File: src/rtl/mario_pkg.sv
// Shared types and parameter defaults for the small-Mario animation controller.
package mario_pkg;
    localparam int SPRITE_W_DEF    = 24;
    localparam int SPRITE_H_DEF    = 32;
    localparam int WALK_PERIOD_DEF = 6;

    // Encoding doubles as the sprite ROM frame index.
    typedef enum logic [2:0] {
        ST_STAND = 3'd0,
        ST_WALK1 = 3'd1,
        ST_WALK2 = 3'd2,
        ST_WALK3 = 3'd3,
        ST_JUMP  = 3'd4
    } anim_state_e;
endpackage

File: src/rtl/sprite_addr_gen.sv
// Stage 1: sprite-relative address and in-box test, registered with the frame tag.
module sprite_addr_gen
    import mario_pkg::*;
#(
    parameter int SPRITE_W = SPRITE_W_DEF,
    parameter int SPRITE_H = SPRITE_H_DEF
) (
    input  logic       Clk,
    input  logic       Reset,
    input  logic [9:0] DrawX,
    input  logic [9:0] DrawY,
    input  logic [9:0] MarioX,
    input  logic [9:0] MarioY,
    input  logic       facing_left,
    input  logic [2:0] state_i,
    output logic [9:0] addr_o,
    output logic       inbox_o,
    output logic [2:0] state_o
);
    logic [9:0] dx, dy, col, addr_d, addr_q;
    logic       inbox_d, inbox_q;
    logic [2:0] state_q;

    // Wrapping subtraction puts pixels left of / above the sprite far out of range.
    always_comb begin
        dx      = DrawX - MarioX;
        dy      = DrawY - MarioY;
        inbox_d = (dx < 10'(SPRITE_W)) && (dy < 10'(SPRITE_H));
        col     = facing_left ? (10'(SPRITE_W - 1) - dx) : dx;
        addr_d  = inbox_d ? (10'(dy * SPRITE_W) + col) : 10'd0;
    end

    always_ff @(posedge Clk) begin
        if (Reset) begin
            addr_q  <= '0;
            inbox_q <= 1'b0;
            state_q <= ST_STAND;
        end else begin
            addr_q  <= addr_d;
            inbox_q <= inbox_d;
            state_q <= state_i;
        end
    end

    assign addr_o  = addr_q;
    assign inbox_o = inbox_q;
    assign state_o = state_q;
endmodule

File: src/rtl/mario_anim_ctrl.sv
// Small-Mario animation FSM plus the two-stage sprite ROM addressing pipeline.
module mario_anim_ctrl
    import mario_pkg::*;
#(
    parameter int SPRITE_W    = SPRITE_W_DEF,
    parameter int SPRITE_H    = SPRITE_H_DEF,
    parameter int WALK_PERIOD = WALK_PERIOD_DEF
) (
    input  logic       Clk,
    input  logic       Reset,
    input  logic       frame_tick,
    input  logic [9:0] vel_x,
    input  logic       on_ground,
    input  logic       facing_left,
    input  logic [9:0] DrawX,
    input  logic [9:0] DrawY,
    input  logic [9:0] MarioX,
    input  logic [9:0] MarioY,
    output logic [9:0] read_address,
    output logic [2:0] frame_sel,
    output logic       pix_valid,
    output logic [2:0] anim_state
);
    localparam int CNT_W = (WALK_PERIOD > 1) ? $clog2(WALK_PERIOD) : 1;

    anim_state_e      state_q, state_d;
    logic [CNT_W-1:0] cnt_q, cnt_d;
    logic             s1_inbox;
    logic [2:0]       s1_state;
    logic             pix_valid_q;
    logic [2:0]       frame_sel_q;

    always_ff @(posedge Clk) begin
        if (Reset) begin
            state_q <= ST_STAND;
            cnt_q   <= '0;
        end else begin
            state_q <= state_d;
            cnt_q   <= cnt_d;
        end
    end

    always_comb begin
        state_d = state_q;
        cnt_d   = cnt_q;
        if (frame_tick) begin
            if (!on_ground) begin
                state_d = ST_JUMP;
                cnt_d   = '0;
            end else if (vel_x == 10'd0) begin
                state_d = ST_STAND;
                cnt_d   = '0;
            end else begin
                case (state_q)
                    ST_WALK1, ST_WALK2, ST_WALK3: begin
                        if (cnt_q == CNT_W'(WALK_PERIOD - 1)) begin
                            cnt_d = '0;
                            case (state_q)
                                ST_WALK1: state_d = ST_WALK2;
                                ST_WALK2: state_d = ST_WALK3;
                                default:  state_d = ST_WALK1;
                            endcase
                        end else begin
                            cnt_d = cnt_q + 1'b1;
                        end
                    end
                    default: begin
                        state_d = ST_WALK1;
                        cnt_d   = '0;
                    end
                endcase
            end
        end
    end

    // Stage 1 samples the pre-tick state, so each pixel keeps the frame it was issued in.
    sprite_addr_gen #(
        .SPRITE_W(SPRITE_W),
        .SPRITE_H(SPRITE_H)
    ) u_addr (
        .Clk        (Clk),
        .Reset      (Reset),
        .DrawX      (DrawX),
        .DrawY      (DrawY),
        .MarioX     (MarioX),
        .MarioY     (MarioY),
        .facing_left(facing_left),
        .state_i    (state_q),
        .addr_o     (read_address),
        .inbox_o    (s1_inbox),
        .state_o    (s1_state)
    );

    // Stage 2 lines up with the ROM's registered read.
    always_ff @(posedge Clk) begin
        if (Reset) begin
            pix_valid_q <= 1'b0;
            frame_sel_q <= ST_STAND;
        end else begin
            pix_valid_q <= s1_inbox;
            frame_sel_q <= s1_state;
        end
    end

    assign pix_valid  = pix_valid_q;
    assign frame_sel  = frame_sel_q;
    assign anim_state = state_q;
endmodule

File: config.mk
export PLATFORM = sky130hd
export DESIGN_NAME = mario_anim_ctrl
export DESIGN_NICKNAME = d
export VERILOG_FILES = /design/src/rtl/mario_pkg.sv /design/src/rtl/sprite_addr_gen.sv /design/src/rtl/mario_anim_ctrl.sv
export SDC_FILE = /design/constraint.sdc
export NUM_CORES = 1
export LEC_CHECK = 0
export ABC_AREA = 0
export BUFFER_PORTS_ARGS = -buffer_cell sky130_fd_sc_hd__buf_2
export CAP_MARGIN = 10
export CORE_MARGIN = 1.5
export CORE_UTILIZATION = 25
export DETAILED_ROUTE_END_ITERATION = 7
export PLACE_DENSITY = 0.41
export SYNTH_ARGS = -nofsm -noshare
export SYNTH_HDL_FRONTEND = slang
export SYNTH_SLANG_ARGS = --single-unit
File: constraint.sdc
create_clock -name Clk -period 4.7 [get_ports Clk]
set_input_delay 0.94 -clock Clk [delete_from_list [all_inputs] [get_ports Clk]]
set_output_delay 0.94 -clock Clk [all_outputs]
set_load 0.02 [all_outputs]
### Yosys cells after proc, flatten, opt, wreduce, memory -nomap -nowiden

Cells that the tools add are included.

| storage, ports and cells | value |
|---|---|
| memories kept | 0 |
| bits in latches | 0 |
| ROM bits | 0 |
| RAM bits | 0 |
| register bits after elaboration | 24 |

| operators by class | value |
|---|---|
| reduce and logical (&&, ||, !) cells | 5 |
| eq/ne operators | 5 |
| $lt $le $gt $ge | 2 |
| divide/modulo/power cells | 0 |
| shift operators | 0 |
| $add $sub $neg | 5 |
| bitwise logic cells | 1 |
| multipliers | 1 |
| multiplexer cells | 10 |

Operator list:

| kind | count |
|---|---|
| 2-to-1 mux 3 bit | 8 |
| subtractor 10 bit | 2 |
| adder 10 bit | 1 |
| logical NOT 10 bit | 1 |
| < comparator 10 x 5 -> 1 bit, second input constant | 1 |
| < comparator 10 x 6 -> 1 bit, second input constant | 1 |
| multiplier 10 x 2 -> 7 bit, second input constant | 1 |
| 2-to-1 mux 10 bit | 1 |
| subtractor 5 x 10 -> 10 bit, first input constant | 1 |
| equality test 3 x 2 -> 1 bit, second input constant | 2 |
| inequality test 4 bit, second input constant | 1 |
| one-hot mux 2 bit (2 select lines) | 1 |
| adder 3 x 1 -> 3 bit, second input constant | 1 |
| equality test 3 x 1 -> 1 bit, second input constant | 1 |
| equality test 3 bit, second input constant | 1 |
| OR reduction 3 bit | 1 |
| AND reduction 2 bit | 1 |
| OR reduction 2 bit | 1 |
| logical AND 1 bit | 1 |
| inverter 1 bit | 1 |

### Depth between registers and ports, before layout

Gate-level depths: netlist of run 1.

| depth | value |
|---|---|
| word-level depth | 6 |
| gate-level depth with buffers | 17 |
| gate-level depth less buffers | 17 |

### Modules after synthesis

Synthesis of run 1 repeated with hierarchy kept, for this count alone.

| second synthesis, totals | value |
|---|---|
| cell total of the unflattened synthesis | 276 |
| area total of the unflattened synthesis | 2383.5 µm² |

Modules (own cells, without submodules):

| module | cells an instance | instances | seq. area each (µm²) | area each (µm²) |
|---|---|---|---|---|
| sprite_addr_gen | 233 | 1 | 280.3 | 1941.9 |
| mario_anim_ctrl | 43 | 1 | 200.2 | 441.7 |

### Worst setup path after synthesis of run 1

OpenSTA, ideal clock, no wires.

| path | value |
|---|---|
| path kind | input to register |
| start point | input port DrawX[0] |
| end point | register u_addr.addr_q[9] (netlist: u_addr.addr_o[9]) |
| required time | 4.622 ns |
| slack | 0.571 ns |
| stages | 17 |
| arrival | 4.051 ns |
| cell sequence | inv_1 ha_1 fa_1 o21ai_0 xnor2_1 inv_1 ha_1 mux2i_1 inv_1 fa_1 nor2b_1 o21a_1 o21ai_0 a21oi_1 xnor3_1 xor2_1 nor3_1 |

| on the way | value |
|---|---|
| cells in the longest elaborated chain, start to end | 5 |
| elaborated cells between the ends (all ways) | 8 |
| classes of those cells | add/sub (3); order compare (1); mux (1); bitwise (1); reduce/logical (2) |

Ends and longest elaborated chain:

| item | RTL line | text |
|---|---|---|
| start: declaration | mario_anim_ctrl.sv:15 | `input logic [9:0] DrawX,` |
| subtractor 10 bit * | sprite_addr_gen.sv:26 | `dx = DrawX - MarioX;` |
| parallel branches: the longest is 4 deep, another holds subtractor 5 x 10 -> 10 bit | - |  |
| end signal: assignment | sprite_addr_gen.sv:39 | `addr_q <= addr_d;` |
| end: declaration | sprite_addr_gen.sv:20 | `logic [9:0] dx, dy, col, addr_d, addr_q;` |

Mark *: on every way between the ends.
A chain may end at the register's enable or synchronous reset.

### Final worst setup path of run 1

Ends and elaborated chain as after synthesis.

==> flow_metrics.env, run 1 <==
export IMPL_yosys_top_cells_count="ha_1 (30), inv_1 (29), dfxtp_1 (24), nor2_1 (24), a21oi_1 (18)"
export IMPL_grt_busiest_layer="met2"
export IMPL_cp_cell_sequence="buf_2, inv_1, ha_1, fa_1, o21ai_0, xnor2_1, inv_1, ha_1, mux2i_1, inv_1, fa_1, nor2b_1, o21a_1, o21ai_0, a21oi_1, xnor3_1, xor2_1, nor3_1"
export IMPL_grt_use_met1=0.1369
export IMPL_slowest_delay_ns=0.43
export IMPL_cts_hold_buf=0
export IMPL_wl_per_cell_um=10.85
export IMPL_min_period_over_period=0.9066
export IMPL_synthesis_area_sq_mm=0.002272
export IMPL_tns_ns=0
export IMPL_async_flop_share=0
export IMPL_hpwlAfterDp_um=4100
export IMPL_ys_seq_area_frac=0.2115
export IMPL_r2r_end="anim_state[1]$_SDFFE_PP0P_"
export IMPL_hp_class="reg2reg"
export IMPL_cts_buffers=3
export IMPL_hold_viol=0
export IMPL_syn_inst=272
export IMPL_portBuffers=71
export IMPL_die_x_um=98.34
export IMPL_routed_via_density=4.473
export IMPL_setup_violations=0
export IMPL_post_cts_resized=0
export IMPL_critPathKind="in2reg"
export IMPL_endpoint_kind="flip-flop"
export IMPL_drt_iter0_drc=57
export IMPL_cts_clk_slew_worst_paths_ns=0.07
export IMPL_reg2reg_from="anim_state[2]$_SDFFE_PP0P_"
export IMPL_cts_htree_levels=1
export IMPL_grt_pass1_vias=1953
export IMPL_total_power_uw=833.2
export IMPL_p_leak_nw=1.359
export IMPL_worstRegToRegCells=5
export IMPL_cts_buffer_depth=2
export IMPL_yosys_warnings=0
export IMPL_fmax_ghz=0.2347
export IMPL_synth_edff_count=0
export IMPL_place_area_sq_mm=0.002744
export IMPL_yosys_top_cells_area="dfxtp_1 (21%), ha_1 (17%), xnor2_1 (5.8%)"
export IMPL_grt_use_met3=0.01718
export IMPL_rsz0062_at_grt="no"
export IMPL_ioPinCount=72
export IMPL_post_synth_num_cell_types=51
export IMPL_grt_max_degree=15
export IMPL_diodes=0
export IMPL_drc=0
export IMPL_cts_sinks=24
export IMPL_cp_arrival_ns=4.44
export IMPL_ys_seq_elements=24
export IMPL_status="finished clean"
export IMPL_fin_crit_ns=4.261
export IMPL_worst_path_most_repeated_cell="inv_1"
export IMPL_yosys_area_top_type="dfxtp_1"
export IMPL_cp_start_kind="input pin"
export IMPL_vdd_ir_drop_max_uv=106.7
export IMPL_critPathSlowestCell="fa_1"
export IMPL_hold_path_end="frame_sel[2]$_SDFF_PP0_"
export IMPL_worst_pin_slew_ns=0.4742
export IMPL_root_buffer="clkbuf_8"
export IMPL_nets=433
export IMPL_max_cap_violations=0
export IMPL_drt_wl_total_um=4883
export IMPL_globalRoute_totalOverflow=0
export IMPL_drt_pass1_iter_count=4
export IMPL_min_from="u_addr.state_o[2]$_SDFF_PP0_"
export IMPL_grt_pass1_wl_um=8542
export IMPL_std_cell_rows=34
export IMPL_gr_usage_met2=0.1818
export IMPL_drive_gt1_frac=0.2485
export IMPL_hold_ws_ns=0.4377
export IMPL_powerDensity_mw_per_mm2=299.2
export IMPL_dieArea_sq_mm=0.009670
export IMPL_drv_slew=0
export IMPL_place_gp_congestion=0.7329
export IMPL_synth_nets=361
export IMPL_netlist_area_leader_share=0.2115
export IMPL_initial_core_util=0.2593
export IMPL_tritoncts="yes"
export IMPL_cts_setup_buffers=0
export IMPL_fin_util=0.3178
export IMPL_track_usage=0.1036
export IMPL_worstPathRequired_ns=4.88
export IMPL_r2r_setup_slack_ns=2.98
export IMPL_yosysMostFrequentCell="ha_1"
export IMPL_core_sq_mm=0.008763
export IMPL_syn_to_final_growth_pct=22.58
export IMPL_stdcell_area_sq_mm=0.002785
export IMPL_critPathMaxFanout=3
export IMPL_synthFlopType="dfxtp_1"
export IMPL_slew_limit_headroom=0.6839
export IMPL_worst_skew_pair_late_latency_ns=0.25
export IMPL_min_path_cells=1
export IMPL_avgSynthCellArea_sq_um=8.354
export IMPL_die_height_um=98.34
export IMPL_ant_nets=0
export IMPL_antenna_found_initial=0
export IMPL_num_vias=2013
export IMPL_fin_skew_ns=0.0006007
## cell usage in the layout (no fill, tap or decap), types with 3 or more instances in the layout
| cell type | Yosys | layout |
|---|---|---|
| or3_1 | 3 | 3 |
| nor2b_1 | 16 | 16 |
| nand3b_1 | 5 | 5 |
| a21o_1 | 6 | 6 |
| o21a_1 | 4 | 4 |
| buf_2 | 0 | 71 |
| mux2i_1 | 4 | 4 |
| a21oi_1 | 18 | 18 |
| fa_1 | 4 | 4 |
| ha_1 | 30 | 30 |
| xor2_1 | 11 | 11 |
| xnor2_1 | 15 | 15 |
| inv_1 | 29 | 29 |
| o21ai_0 | 11 | 11 |
| nor2_1 | 24 | 24 |
| clkbuf_8 | 0 | 3 |
| o211ai_1 | 3 | 3 |
| nor3_1 | 11 | 11 |
| nand2_1 | 10 | 10 |
| dfxtp_1 | 24 | 24 |
## how the worst max path moves through the flow
stage	start	to	slack, ns	cells past startpoint
floorplan	DrawX[0]	u_addr.addr_o[9]$_SDFF_PP0_	0.57	17
global placement	DrawX[0]	u_addr.addr_o[9]$_SDFF_PP0_	0.26	18
detailed placement	DrawX[0]	u_addr.addr_o[9]$_SDFF_PP0_	0.17	18
CTS	DrawX[0]	u_addr.addr_o[9]$_SDFF_PP0_	0.44	18
global route	DrawX[0]	u_addr.addr_o[9]$_SDFF_PP0_	0.19	18
finish	DrawX[0]	u_addr.addr_o[9]$_SDFF_PP0_	0.44	18
## worst max-delay path: cells and delay by family
kind / cells / cell delay (ns)
simple gates: 2 / 0.30
buf+inv: 4 / 0.27
mux: 1 / 0.19
xor+xnor: 3 / 0.68
compound gates: 4 / 0.69
fa+ha+maj: 4 / 1.35
## per-stage QoR
stage	worst slack (ns)	cells
after floorplan	0.5711	272
after global placement	0.2645	447
after detailed placement	0.1697	447
after CTS	0.4353	450
after global routing	0.1852	450
final	0.4390	450
## sequential cells by signal (all words and copies together), names as in the netlist
register / flops
anim_state: 3
cnt_q: 3
frame_sel: 3
pix_valid: 1
u_addr.addr_o: 10
u_addr.inbox_o: 1
u_addr.state_o: 3
## layout make-up
type | count | area, sq um
Sequential cell | 24 | 480.5
Tap cell | 108 | 135.1
Inverter | 29 | 108.9
Fill cell | 943 | 5978
Multi-Input combinational cell | 214 | 1657
Timing Repair Buffer | 72 | 362.8
Clock buffer | 3 | 41.29
## cell families after synthesis
logic type      after synthesis  share of synthesized area
simple gates                 86                     0.2131
compound gates               63                     0.1878
buf+inv                      34                    0.05947
fa+ha+maj                    34                     0.2004
xor+xnor                     27                     0.1101
flops                        24                     0.2115
mux                           4                    0.01762
## power by group
part | switching (mW) | internal [mW]
Clock | 0.0563 | 0.0570
Combinational | 0.254 | 0.258
Sequential | 0.00243 | 0.206
Total | 0.312 | 0.521
## metal layers
layer,share of wire,routed length (um)
met5,0,0
met4,0.0020,10
met3,0.054,262
met2,0.45,2191
met1,0.49,2417
(Power assumes the default switching activity.)
==> run 2, diff against run 1 <==
--- a/config.mk
+++ b/config.mk
@@ -12,6 +12,7 @@
 export CORE_UTILIZATION = 25
 export DETAILED_ROUTE_END_ITERATION = 7
 export PLACE_DENSITY = 0.41
+export RECOVER_POWER = 50
 export SYNTH_ARGS = -nofsm -noshare
 export SYNTH_HDL_FRONTEND = slang
 export SYNTH_SLANG_ARGS = --single-unit
==> run 2 against run 1 <==
  * Sequential share of layout area is 0.10 points higher
  * Final cell count stayed put
  * First-iteration DRC count rose by 19%
  * Core utilization fell by 0.19 points
  * Setup slack worse by 0.0012 ns
  * Die area did not move
  * Critical path type unchanged
==> flow_metrics.env, run 2 (synthesized netlist as in run 1, its figures left out) <==
export IMPL_hold_viol=0
export IMPL_fin_skew_ns=0.0006046
export IMPL_cts_htree_levels=1
export IMPL_drt_iter0_drc=68
export IMPL_fillCellCount=945
export IMPL_drt_wl_total_um=4901
export IMPL_cts_buffers=3
export IMPL_vdd_ir_drop_max_uv=106.1
export IMPL_place_inst=447
export IMPL_cp_cell_sequence="buf_2, inv_1, ha_1, fa_1, o21ai_0, xnor2_1, inv_1, ha_1, mux2i_1, inv_1, fa_1, nor2b_1, o21a_1, o21ai_0, a21oi_1, xnor3_1, xor2_1, nor3_1"
export IMPL_tritoncts="yes"
export IMPL_cp_arrival_ns=4.44
export IMPL_stdcell_area_sq_mm=0.002769
export IMPL_grt_max_degree=15
export IMPL_ioPinCount=72
export IMPL_globalRoute_totalOverflow=0
export IMPL_cp_start_kind="input pin"
export IMPL_grt_pass1_wl_um=8542
export IMPL_fin_util=0.3160
export IMPL_drt_pass1_iter_count=4
export IMPL_worst_pin_slew_ns=0.6327
export IMPL_initial_core_util=0.2593
export IMPL_ant_nets=0
export IMPL_die_x_um=98.34
export IMPL_syn_to_final_growth_pct=21.86
export IMPL_antenna_found_initial=0
export IMPL_hp_class="reg2reg"
export IMPL_slew_limit_headroom=0.5782
export IMPL_worst_skew_pair_late_latency_ns=0.25
export IMPL_worst_path_most_repeated_cell="inv_1"
export IMPL_fmax_ghz=0.2346
export IMPL_nets=433
export IMPL_p_leak_nw=1.303
export IMPL_largest_reg_flops=10
export IMPL_grt_pass1_vias=1953
export IMPL_slowest_delay_ns=0.43
export IMPL_diodes=0
export IMPL_post_cts_resized=0
export IMPL_critPathMaxFanout=3
export IMPL_cts_clk_slew_worst_paths_ns=0.07
export IMPL_stdcell_count=450
export IMPL_dieArea_sq_mm=0.009670
export IMPL_portBuffers=71
export IMPL_endpoint_kind="flip-flop"
export IMPL_drc=0
export IMPL_drive_gt1_frac=0.2105
export IMPL_worstPathRequired_ns=4.88
export IMPL_max_cap_violations=0
export IMPL_cts_hold_buf=0
export IMPL_die_height_um=98.34
export IMPL_status="finished clean"
export IMPL_cts_buffer_depth=2
export IMPL_routed_via_density=4.478
export IMPL_wl_per_cell_um=10.89
export IMPL_critPathKind="in2reg"
export IMPL_cts_setup_buffers=0
export IMPL_critPathSlowestCell="fa_1"
export IMPL_fin_crit_ns=4.262
export IMPL_place_gp_congestion=0.7329
export IMPL_cts_sinks=24
export IMPL_powerDensity_mw_per_mm2=301.0
export IMPL_final_cell_mix="buf_2 (58), ha_1 (30), inv_1 (29), nor2_1 (24), dfxtp_1 (24)"
export IMPL_drv_slew=0
export IMPL_min_period_over_period=0.9068
export IMPL_core_sq_mm=0.008763
export IMPL_root_buffer="clkbuf_8"
export IMPL_hold_ws_ns=0.4378
export IMPL_track_usage=0.1036
export IMPL_num_vias=2015
export IMPL_rsz0062_at_grt="no"
export IMPL_std_cell_rows=34
export IMPL_place_area_sq_mm=0.002744
export IMPL_tns_ns=0
export IMPL_setup_violations=0
export IMPL_final_common_cell="buf_2"
export IMPL_hpwlAfterDp_um=4100
## run 2: cell count changes in the layout (fill, tap and decap cells not counted), sizes merged
cell    delta
clkbuf    +13
buf       -13
## run 2: routing by layer
| metal | global-route usage | share of wire | up-vias |
|---|---|---|---|
| met2 | 0.1818 | 0.45 | 54 |
| li1 | - | - | 1095 |
| met3 | 0.01718 | 0.053 | 2 |
| met1 | 0.1369 | 0.50 | 864 |
| met5 | 0 | 0 | - |
| met4 | 0.01300 | 0.0020 | 0 |
## run 2: critical path: cells and delay by family
kind | cells | cell delay [ns]
simple gates | 2 | 0.30
compound gates | 4 | 0.70
mux | 1 | 0.19
xor+xnor | 3 | 0.68
buf+inv | 4 | 0.27
fa+ha+maj | 4 | 1.35
## run 2: metrics by stage
stage,worst slack (ns),power (mW)
5_1_grt,0.1852,0.9213
3_5_place_dp,0.1697,0.7274
6_report,0.4378,0.8333
3_3_place_gp,0.2645,0.7290
4_1_cts,0.4353,0.8485
2_1_floorplan,0.5711,0.6276
## run 2: path summary, 6_finish.rpt
| path | startpoint | to | slack (ns) | cells past startpoint |
|---|---|---|---|---|
| worst max-delay path | DrawX[0] | u_addr.addr_o[9]$_SDFF_PP0_ | 0.44 | 18 |
| worst min-delay path | u_addr.state_o[2]$_SDFF_PP0_ | frame_sel[2]$_SDFF_PP0_ | 0.44 | 1 |
| worst max register to register | anim_state[2]$_SDFFE_PP0P_ | anim_state[1]$_SDFFE_PP0P_ | 2.98 | 5 |
| worst min register to register | u_addr.state_o[2]$_SDFF_PP0_ | frame_sel[2]$_SDFF_PP0_ | 0.44 | 1 |
## run 2: where the power goes
part           internal [mW]  total (mW)  switching, mW  leakage [nW]
Clock                 0.0570       0.113         0.0564        0.0216
Combinational          0.258       0.511          0.254          1.09
Sequential             0.206       0.209        0.00245         0.194
Total                  0.521       0.833          0.313          1.30
## run 2: cell type report
class	instances	area (sq um)	share of cell area
tap	108	135.1	0.04880
sequential	24	480.5	0.1735
clock buffer	3	41.29	0.01491
inverter	29	108.9	0.03931
multi-input combinational	214	1657	0.5983
timing repair buffer	72	346.6	0.1252
==> run 3, diff against run 2 <==
==> constraint.sdc (replaced) <==
create_clock -name Clk -period 4.4 [get_ports Clk]
set_input_delay 0.88 -clock Clk [delete_from_list [all_inputs] [get_ports Clk]]
set_output_delay 0.88 -clock Clk [all_outputs]
set_load 0.02 [all_outputs]
==> run 3 against run 2 <==
  * Global-route usage shrank 0.45 points
  * Die area stayed put
  * Core utilization grew 0.44 points
  * Total power increased by 9.2%
  * Worst hold slack lost 0.0012 ns
  * Highest routed layer unchanged
  * Combinational power grew 6.1%
  * Sequential power increased by 7%
  * Clock skew about the same
  * Critical path type unchanged
  * First-iteration DRC count decreased by 28%
==> flow_metrics.env, run 3 (synthesized netlist as in run 1, its figures left out) <==
export IMPL_critPathMaxFanout=2
export IMPL_slew_limit_headroom=0.5938
export IMPL_ant_nets=0
export IMPL_multi_input_area_sq_mm=0.001659
export IMPL_vdd_ir_drop_max_uv=106.2
export IMPL_diodes=0
export IMPL_cp_arrival_ns=4.17
export IMPL_drt_iter0_drc=49
export IMPL_grt_pass1_wl_um=8204
export IMPL_cts_sinks=24
export IMPL_setup_violations=0
export IMPL_core_sq_mm=0.008763
export IMPL_fmax_ghz=0.2511
export IMPL_globalRoute_totalOverflow=0
export IMPL_endpoint_kind="flip-flop"
export IMPL_fin_skew_ns=0.0007968
export IMPL_ioPinCount=72
export IMPL_hold_viol=0
export IMPL_total_power_uw=909.9
export IMPL_worstPathRequired_ns=4.58
export IMPL_dieArea_sq_mm=0.009670
export IMPL_root_buffer="clkbuf_8"
export IMPL_hold_ws_ns=0.4366
export IMPL_status="finished clean"
export IMPL_cp_start_kind="input pin"
export IMPL_drv_slew=0
export IMPL_std_cell_rows=34
export IMPL_initial_core_util=0.2593
export IMPL_powerDensity_mw_per_mm2=324.1
export IMPL_hpwlAfterDp_um=4127
export IMPL_stdcell_count=454
export IMPL_final_common_cell="buf_2"
export IMPL_place_ws_ns=-0.05697
export IMPL_cts_htree_levels=1
export IMPL_wl_per_cell_um=10.71
export IMPL_num_vias=2044
export IMPL_ff_latch_area_sq_um=480.5
export IMPL_die_x_um=98.34
export IMPL_place_inst=449
export IMPL_final_cell_mix="buf_2 (58), ha_1 (30), inv_1 (29), nor2_1 (24), dfxtp_1 (24)"
export IMPL_place_gp_congestion=0.7819
export IMPL_max_cap_violations=0
export IMPL_tns_ns=0
export IMPL_die_height_um=98.34
export IMPL_p_leak_nw=1.326
export IMPL_routed_via_density=4.502
export IMPL_hp_class="reg2reg"
export IMPL_cts_buffer_depth=2
export IMPL_grt_use_met3=0.01503
export IMPL_drc=0
export IMPL_cts_clk_slew_worst_paths_ns=0.08
export IMPL_drt_wl_total_um=4861
export IMPL_fillCellCount=945
export IMPL_grt_busiest_layer="met2"
export IMPL_tritoncts="yes"
export IMPL_drt_pass1_iter_count=4
export IMPL_largest_reg_flops=10
export IMPL_gr_usage_met2=0.1665
export IMPL_drive_gt1_frac=0.2225
export IMPL_nets=436
export IMPL_syn_to_final_growth_pct=23.57
export IMPL_portBuffers=71
export IMPL_fin_ws_ns=0.4179
export IMPL_track_usage=0.09912
export IMPL_grt_pass1_vias=1893
export IMPL_worst_pin_slew_ns=0.6093
export IMPL_grt_max_degree=15
export IMPL_cts_buffers=3
export IMPL_fin_crit_ns=3.982
export IMPL_antenna_found_initial=0
export IMPL_critPathKind="in2reg"
export IMPL_worst_skew_pair_late_latency_ns=0.26
export IMPL_min_period_over_period=0.9050
export IMPL_grt_use_met1=0.1350
export IMPL_rsz0062_at_grt="no"
==> run 3: cell count changes in the layout (fill, tap and decap cells not counted) <==
cell / before / now
buf_4: 1 / 4
clkbuf_8: 3 / 4
nor2b_1: 16 / 15
nor2b_2: 0 / 1
o21ai_0: 11 / 10
o21ai_1: 2 / 3
==> run 3: area by class of cell <==
| type | count | area share |
|---|---|---|
| clock buffer | 4 | 0.01961 |
| inverter | 29 | 0.03877 |
| multi-input combinational | 214 | 0.5909 |
| sequential | 24 | 0.1711 |
| tap | 108 | 0.04813 |
| timing repair buffer | 75 | 0.1315 |
==> run 3: what timing repair did <==
item                       CTS  global route
hold buffers                 0             0
setup endpoints to repair    0             1
setup buffers                0             1
resized for setup            0             2
==> run 3: final timing paths <==
kind	cells after the start	to	slack, ns	startpoint
setup / recovery	18	u_addr.addr_o[9]$_SDFF_PP0_	0.42	DrawX[0]
setup reg to reg	5	anim_state[1]$_SDFFE_PP0P_	2.66	anim_state[2]$_SDFFE_PP0P_
hold / removal	1	frame_sel[2]$_SDFF_PP0_	0.44	u_addr.state_o[2]$_SDFF_PP0_
hold reg to reg	1	frame_sel[2]$_SDFF_PP0_	0.44	u_addr.state_o[2]$_SDFF_PP0_
==> run 3: stage by stage <==
| stage | cell area, sq um | utilization |
|---|---|---|
| after detailed placement | 2759 | 0.3148 |
| after CTS | 2814 | 0.3211 |
| final | 2808 | 0.3204 |
| after global placement | 2759 | 0.3148 |
| after floorplan | 2272 | - |
| after global routing | 2808 | 0.3204 |
==> run 3: layer usage <==
| metal | vias to the layer above | wire length [um] |
|---|---|---|
| li1 | 1101 | - |
| met2 | 54 | 2158 |
| met3 | 4 | 276 |
| met1 | 885 | 2399 |
| met5 | - | 0 |
| met4 | 0 | 27 |
==> run 3: where the power goes <==
part	leakage (nW)	total, mW	switching (mW)	internal, mW
clock	0.0288	0.145	0.0651	0.0798
combinational	1.10	0.542	0.269	0.273
sequential	0.194	0.223	0.00246	0.220
total	1.33	0.910	0.337	0.573
==> run 3: critical path, cell delays in order <==
cell and delay, ns:
buf_2 0.08, inv_1 0.03, ha_1 0.22, fa_1 0.40, o21ai_1 0.16, xnor2_1 0.15
inv_1 0.08, ha_1 0.29, mux2i_1 0.21, inv_1 0.09, fa_1 0.42, nor2b_2 0.14
o21a_1 0.14, o21ai_0 0.12, a21oi_1 0.19, xnor3_1 0.24, xor2_1 0.16, nor3_1 0.18
